<file path="config.mk">
export PLATFORM = sky130hd
export DESIGN_NAME = alu_acc_seq
export DESIGN_NICKNAME = d
export VERILOG_FILES = /design/src/rtl/alu_pkg.sv /design/src/rtl/alu_acc_seq.sv
export SDC_FILE = /design/constraint.sdc
export NUM_CORES = 1
export LEC_CHECK = 0
export BUFFER_PORTS_ARGS = -buffer_cell sky130_fd_sc_hd__buf_2
export CELL_PAD_IN_SITES_DETAIL_PLACEMENT = 1
export CELL_PAD_IN_SITES_GLOBAL_PLACEMENT = 1
export CORE_ASPECT_RATIO = 0.5
export CORE_MARGIN = 2
export CORE_UTILIZATION = 25
export DETAILED_ROUTE_END_ITERATION = 8
export PLACE_DENSITY_LB_ADDON = 0.1
export SLEW_MARGIN = 15
export SYNTH_ARGS = -nofsm -noshare
export SYNTH_HDL_FRONTEND = slang
export SYNTH_SLANG_ARGS = --single-unit
export TNS_END_PERCENT = 50
</file>
<file path="constraint.sdc">
create_clock -name clk -period 1.8 [get_ports clk]
set_clock_uncertainty 0.05 [all_clocks]
set_input_delay 0.36 -clock clk [delete_from_list [all_inputs] [get_ports clk]]
set_output_delay 0.36 -clock clk [all_outputs]
set_load 0.005 [all_outputs]
</file>
<file path="src/rtl/alu_pkg.sv">
// Shared definitions for the ALU sequencer: data width, ALU function codes, opcodes, FSM states.
// Latency: n/a (types and pure functions only).
// Backpressure: n/a.
package alu_pkg;

    localparam int DW = 4;

    localparam logic [1:0] ALU_ADD  = 2'd0;
    localparam logic [1:0] ALU_SUB  = 2'd1;
    localparam logic [1:0] ALU_DBL  = 2'd2;
    localparam logic [1:0] ALU_ZERO = 2'd3;

    typedef enum logic [2:0] {
        OP_NOP  = 3'd0,
        OP_LDI  = 3'd1,
        OP_ADDI = 3'd2,
        OP_SUBI = 3'd3,
        OP_DBL  = 3'd4,
        OP_CLR  = 3'd5,
        OP_STB  = 3'd6,
        OP_ADDB = 3'd7
    } op_t;

    typedef enum logic [1:0] {
        ST_IDLE = 2'd0,
        ST_EXEC = 2'd1,
        ST_RESP = 2'd2
    } state_t;

    // Ops whose result comes back through the external ALU
    function automatic logic is_alu_op(input op_t op);
        return (op == OP_ADDI) || (op == OP_SUBI) || (op == OP_DBL) ||
               (op == OP_CLR)  || (op == OP_ADDB);
    endfunction

    // Ops that honour the repeat field; CLR is idempotent so it always runs once
    function automatic logic uses_rep(input op_t op);
        return (op == OP_ADDI) || (op == OP_SUBI) || (op == OP_DBL) || (op == OP_ADDB);
    endfunction

endpackage

</file>
<file path="src/rtl/alu_acc_seq.sv">
// Command sequencer driving a 4-bit combinational ALU and accumulating its result.
// Latency: command accept to rsp_valid is rep+2 cycles for repeating ALU ops, 2 cycles otherwise.
// Backpressure: response held stable until rsp_ready; cmd_ready low from accept until the response is taken.
module alu_acc_seq
    import alu_pkg::*;
#(
    parameter int REP_W = 2
) (
    input  logic             clk,
    input  logic             rst,
    input  logic             cmd_valid,
    output logic             cmd_ready,
    input  logic [2:0]       cmd_op,
    input  logic [DW-1:0]    cmd_imm,
    input  logic [REP_W-1:0] cmd_rep,
    output logic [DW-1:0]    alu_x,
    output logic [DW-1:0]    alu_y,
    output logic [1:0]       alu_f,
    input  logic [DW-1:0]    alu_xy,
    output logic             rsp_valid,
    input  logic             rsp_ready,
    output logic [DW-1:0]    rsp_acc,
    output logic             rsp_zero
);

    state_t             state_q, state_d;
    op_t                op_q;
    logic [DW-1:0]      imm_q;
    logic [DW-1:0]      acc_q;
    logic [DW-1:0]      b_q;
    logic [REP_W-1:0]   rep_q;

    // Next-state and output decode; ALU pins rest at X=0,Y=0,F=ZERO unless executing an ALU op
    always_comb begin
        state_d   = state_q;
        cmd_ready = 1'b0;
        rsp_valid = 1'b0;
        alu_x     = '0;
        alu_y     = '0;
        alu_f     = ALU_ZERO;
        case (state_q)
            ST_IDLE: begin
                cmd_ready = 1'b1;
                if (cmd_valid) state_d = ST_EXEC;
            end
            ST_EXEC: begin
                if (is_alu_op(op_q)) begin
                    alu_x = acc_q;
                    case (op_q)
                        OP_ADDI: begin alu_f = ALU_ADD; alu_y = imm_q; end
                        OP_SUBI: begin alu_f = ALU_SUB; alu_y = imm_q; end
                        OP_DBL:  begin alu_f = ALU_DBL; alu_y = '0;    end
                        OP_ADDB: begin alu_f = ALU_ADD; alu_y = b_q;   end
                        default: begin alu_f = ALU_ZERO; alu_y = '0;   end
                    endcase
                end
                if (rep_q == '0) state_d = ST_RESP;
            end
            ST_RESP: begin
                rsp_valid = 1'b1;
                if (rsp_ready) state_d = ST_IDLE;
            end
            default: state_d = ST_IDLE;
        endcase
    end

    assign rsp_acc  = acc_q;
    assign rsp_zero = (acc_q == '0);

    // FSM state register
    always_ff @(posedge clk or posedge rst) begin
        if (rst) state_q <= ST_IDLE;
        else     state_q <= state_d;
    end

    // Command latch, repeat counter and accumulator/B register updates
    always_ff @(posedge clk or posedge rst) begin
        if (rst) begin
            op_q  <= OP_NOP;
            imm_q <= '0;
            rep_q <= '0;
            acc_q <= '0;
            b_q   <= '0;
        end else begin
            case (state_q)
                ST_IDLE: begin
                    if (cmd_valid) begin
                        op_q  <= op_t'(cmd_op);
                        imm_q <= cmd_imm;
                        rep_q <= uses_rep(op_t'(cmd_op)) ? cmd_rep : '0;
                    end
                end
                ST_EXEC: begin
                    if (is_alu_op(op_q))    acc_q <= alu_xy;
                    else if (op_q == OP_LDI) acc_q <= imm_q;
                    else if (op_q == OP_STB) b_q   <= imm_q;
                    if (rep_q != '0) rep_q <= rep_q - REP_W'(1);
                end
                default: ;
            endcase
        end
    end

endmodule

</file>
## Word-level counts from Yosys, hierarchy flattened

Cells that the tools add are included.

| word-level totals | value |
|---|---|
| register bits after elaboration | 19 |
| input port bits | 17 |
| output and inout port bits | 17 |
| word-level logic and storage cells | 66 |

| cells by class | value |
|---|---|
| $add $sub $neg | 1 |
| eq/ne operators | 17 |
| multiplexer cells | 20 |
| bitwise logic cells | 2 |
| reductions and logical operators | 20 |

Operators by type and width:

| cell | number |
|---|---|
| $mux W4 | 6 |
| $eq A3 B3 Y1 const B | 6 |
| $mux W2 | 8 |
| $eq A3 B2 Y1 const B | 4 |
| $pmux W2 S3 | 2 |
| $ne A2 B2 Y1 const B | 4 |
| $pmux W4 S2 | 1 |
| $logic_or A1 B1 Y1 | 7 |
| $reduce_and A3 Y1 | 2 |
| $reduce_bool A2 Y1 | 3 |
| $logic_not A2 Y1 | 2 |
| $logic_not A4 Y1 | 1 |
| $pmux W2 S2 | 1 |
| $reduce_and A2 Y1 | 2 |
| $reduce_and A4 Y1 | 1 |
| $reduce_or A2 Y1 | 2 |
| $eq A3 B1 Y1 const B | 1 |
| $eq A2 B1 Y1 const B | 1 |
| $eq A2 B2 Y1 const B | 1 |
| $mux W1 | 2 |
| $not A1 Y1 | 2 |
| $sub A2 B1 Y2 const B | 1 |

## Longest topological paths before layout

| logic depth | value |
|---|---|
| depth in word-level cells | 7 |
| depth in mapped cells | 6 |
| gate-level depth less buffers | 6 |

## Worst setup path after synthesis

Ideal clock, no wire load.

| timing path | value |
|---|---|
| path kind | reg2out |
| start point | register state_q[0] |
| end point | output alu_x[0] |
| arrival time | 980 ps |
| required time | 1390 ps |
| path slack | 410 ps |
| cell stages (with the launch flop) | 4 |
| cells stage by stage | dfrtp_1 nor2b_1 o211a_2 and2_1 |

| on the way | value |
|---|---|
| longest elaborated chain between the ends | 2 |

Ends and longest elaborated chain:

| what | RTL line | text |
|---|---|---|
| start, declared | alu_acc_seq.sv:26 | `state_t state_q, state_d;` |
| start signal, assigned | alu_acc_seq.sv:73 | `else state_q <= state_d;` |
| $eq A2 B1 Y1 | alu_acc_seq.sv:41 | `case (state_q)` |
| $mux W4 | alu_acc_seq.sv:41 |  |
| end, declared | alu_acc_seq.sv:16 | `output logic [DW-1:0] alu_x,` |

No other way between the ends.

## Final worst setup path

| timing path | value |
|---|---|
| start point | register op_q[2] |
| end point | output alu_y[0] |

| on the way | value |
|---|---|
| longest elaborated chain between the ends | 7 |

Ends and longest elaborated chain:

| what | RTL line | text |
|---|---|---|
| start, declared | alu_acc_seq.sv:27 | `op_t op_q;` |
| start signal, assigned | alu_acc_seq.sv:88 | `op_q <= op_t'(cmd_op);` |
| parallel branches: the longest is 5 deep, another holds $pmux W4 S2 | n/a |  |
| $mux W4 * | alu_acc_seq.sv:47 | `if (is_alu_op(op_q)) begin` |
| $mux W4 * | alu_acc_seq.sv:41 |  |
| end, declared | alu_acc_seq.sv:17 | `output logic [DW-1:0] alu_y,` |

Mark *: on every way between the ends.

==> metrics <==
final worst path period need=1734 ps; initial antenna violation count=0; async set-reset flop share out of synthesis=1.000; CTS root buf=clkbuf_8; crit path from=op_q[2]$_DFFE_PP0P_; Reg-to-Reg Start=state_q[0]$_DFFE_PP0P_; mux contribution to synthesized area=0.1836; Max-Cap Viols=0; top cell type's share of synthesized area=0.4589; crit end category=output port; first-pass GRT wire length=4174 um; Synth Area in Adders=0.01208; Fin Hold WS=60.43 ps; GRT Overall Usage=0.1172; die area=between 0.004 and 0.005 sq mm; FMAX=around 0.58 GHz; largest family of logic cells by synthesized area=simple AND/OR/NAND/NOR gates; Non-Filler Instances=roughly 190; Final setup viols=0; n_diodes=0; worst path arrival time=~1300 ps; Placed Instances=186; Worst Path Required=1390 ps; # DRC=0; Synth cell types=25; HPWL Detailed=1949 um; row count=16; Fin. Hold Viols=0; Area Overhead vs Synth=31.16%; clock tree buffer depth=2; Synth Cell Area=0.001036 sq mm; nets=157; CTS tree=built; Avg Cell Area, Syn=10.68 sq um; placed cell area=0.001280 sq mm; Boundary Pins=34; Synth area leaders=dfrtp_1 46%, mux2_4 10%, nand2b_1 4.8%, mux2_1 4.3%, mux2i_1 3.9%; Tcrit/Tclk final=0.9633; dpl ws=roughly 150 ps; Leak=0.0006712 uW; clk sink count=19; Via density=4.276; flops & latches, synth=19; core footprint=roughly 0.0039 sq mm; compound-cell area share of the yosys netlist=0.09662; CTS clk-pin slew, worst paths=70 ps; status=completed; Num CTS Buffers=3; most frequent cell after synthesis=dfrtp_1; vias in the first global route=815; Synth Area in Simple Gates=0.1920; Crit Path Max Fanout=8; xor/xnor cell area share of the yosys netlist=0.01691; antenna-violating nets left=0; Yosys top cell by area=dfrtp_1; DRT iter0 DRCs=27; Ys Warns=0; WL/cell=roughly 13 um; PortBufs=33; Startpoint Class=register; Peak VDD IR=429.8 uV; Die W=95.04 um; die height=49.52 um; Worst Tran Pin Value=359.4 ps; synthesized net count=115; gpl congestion=0.6742; Pre-antenna DRT Iters=4; drt total wl=2539 um; Slew Limit Fails=0; share of cells above drive strength 1=0.4203; Hold Crit Class=primary input to async pin; setup ws final=66.07 ps; Hold-fix buffers, CTS=0; Top FF cell, synth=dfrtp_1; final instance area=0.001359 sq mm; Initial Utilization=0.2627; power per cell area=1844 mW/mm^2; Seq/Total Area, Yosys=0.4589; Clock Latency Late Sink=260 ps; largest net degree at the start of global routing=20; normalized max-slew margin=0.7604; CTS H-tree lvls=1; CP Class=register to output port; unrepaired setup endpoints after global routing=yes; routed vias=821; EDFF count, synth=0; Post-synth top cells=19 x dfrtp_1, 9 x nand2_1, 8 x nand2b_1, 7 x a21oi_1, 7 x mux2_4; GRT overflow=0; Cells after Synth=97
stage by stage:
step           utilization  total power (uW)  TNS (ps)
2_1_floorplan            -              1725         0
5_1_grt             0.3445              2773    -68.22
3_3_place_gp        0.3246              2143         0
3_5_place_dp        0.3246              2155         0
4_1_cts             0.3401              2509         0
6_report            0.3445              2506         0
placed cells by master, fill, tap and decap left out:
cell type  count
buf_2         33
dfrtp_1       16
nand2_1        9
nand2b_1       8
mux2_4         7
a21oi_1        7
buf_4          7
o21ai_1        5
nor2_1         5
and2_1         5
mux2i_1        4
inv_1          4
nand3_1        4
mux2_1         4
clkbuf_8       3
dfrtp_2        3
a31oi_1        2
xor2_1         1
nor2b_4        1
nand3b_4       1
o21ai_2        1
xnor2_1        1
o211a_4        1
nor4_1         1
nor2b_1        1
nor2_2         1
a22o_1         1
ha_1           1
clkbuf_1       1
critical path, cell delays in order, from the launching register on:
cell      delay, ps
dfrtp_2         470
buf_4           190
nand2b_1        140
a21oi_1         140
buf_2           130
cells by family (layout without fill, tap and decap cells):
family	after synthesis	count (layout)
AO/OA/AOI/OAI	17	17
XOR/XNOR	2	2
adder cells (fa/ha/maj)	1	1
buffers and inverters	7	48
flip-flops	19	19
multiplexers	15	15
AND/OR/NAND/NOR	36	36
sequential cells by signal (all words and copies together), names as in the netlist:
signal / cells
b_q: 4
imm_q: 4
op_q: 3
rep_q: 2
rsp_acc: 4
state_q: 2
area by class of cell:
type                            instances  area (sq um)
Tap cell                               54         67.56
Sequential cell                        19         479.2
Clock buffer                            4         45.04
Multi-Input combinational cell         71         534.3
Timing Repair Buffer                   40         217.7
Inverter                                4         15.01
Fill cell                             473          2585
per-layer routing:
metal  part of all wire  up-vias  wire length [um]  global-route usage
met5                  0        -                 0                   0
met4             0.0043        0                11             0.02174
met3              0.063        2               160             0.03517
met2               0.39       26               987              0.1690
met1               0.54      380              1380              0.1731
li1                   -      413                 -                   -
power by group:
group / switching, uW / leakage (uW) / internal [uW]
Combinational: 613 / 0.000423 / 711
Clock: 144 / 0.0000228 / 157
Sequential: 223 / 0.000225 / 658
timing repair:
action                                  in CTS  in global routing
gates resized for setup                      3                  3
buffers inserted                             1                  1
endpoints found under the setup margin      10                  9
final timing paths:
path                                        endpoint  slack, ps  cells past startpoint
max in group asynchronous        op_q[1]$_DFFE_PP0P_       1420                      3
worst max-delay path                        alu_y[0]         70                      4
worst min register to register    b_q[1]$_DFFE_PP0P_        440                      1
worst min-delay path             op_q[2]$_DFFE_PP0P_         60                      3
worst max register to register   op_q[2]$_DFFE_PP0P_        300                      5
min in group clk                imm_q[0]$_DFFE_PP0P_        280                      2
(Power assumes the default switching activity.)
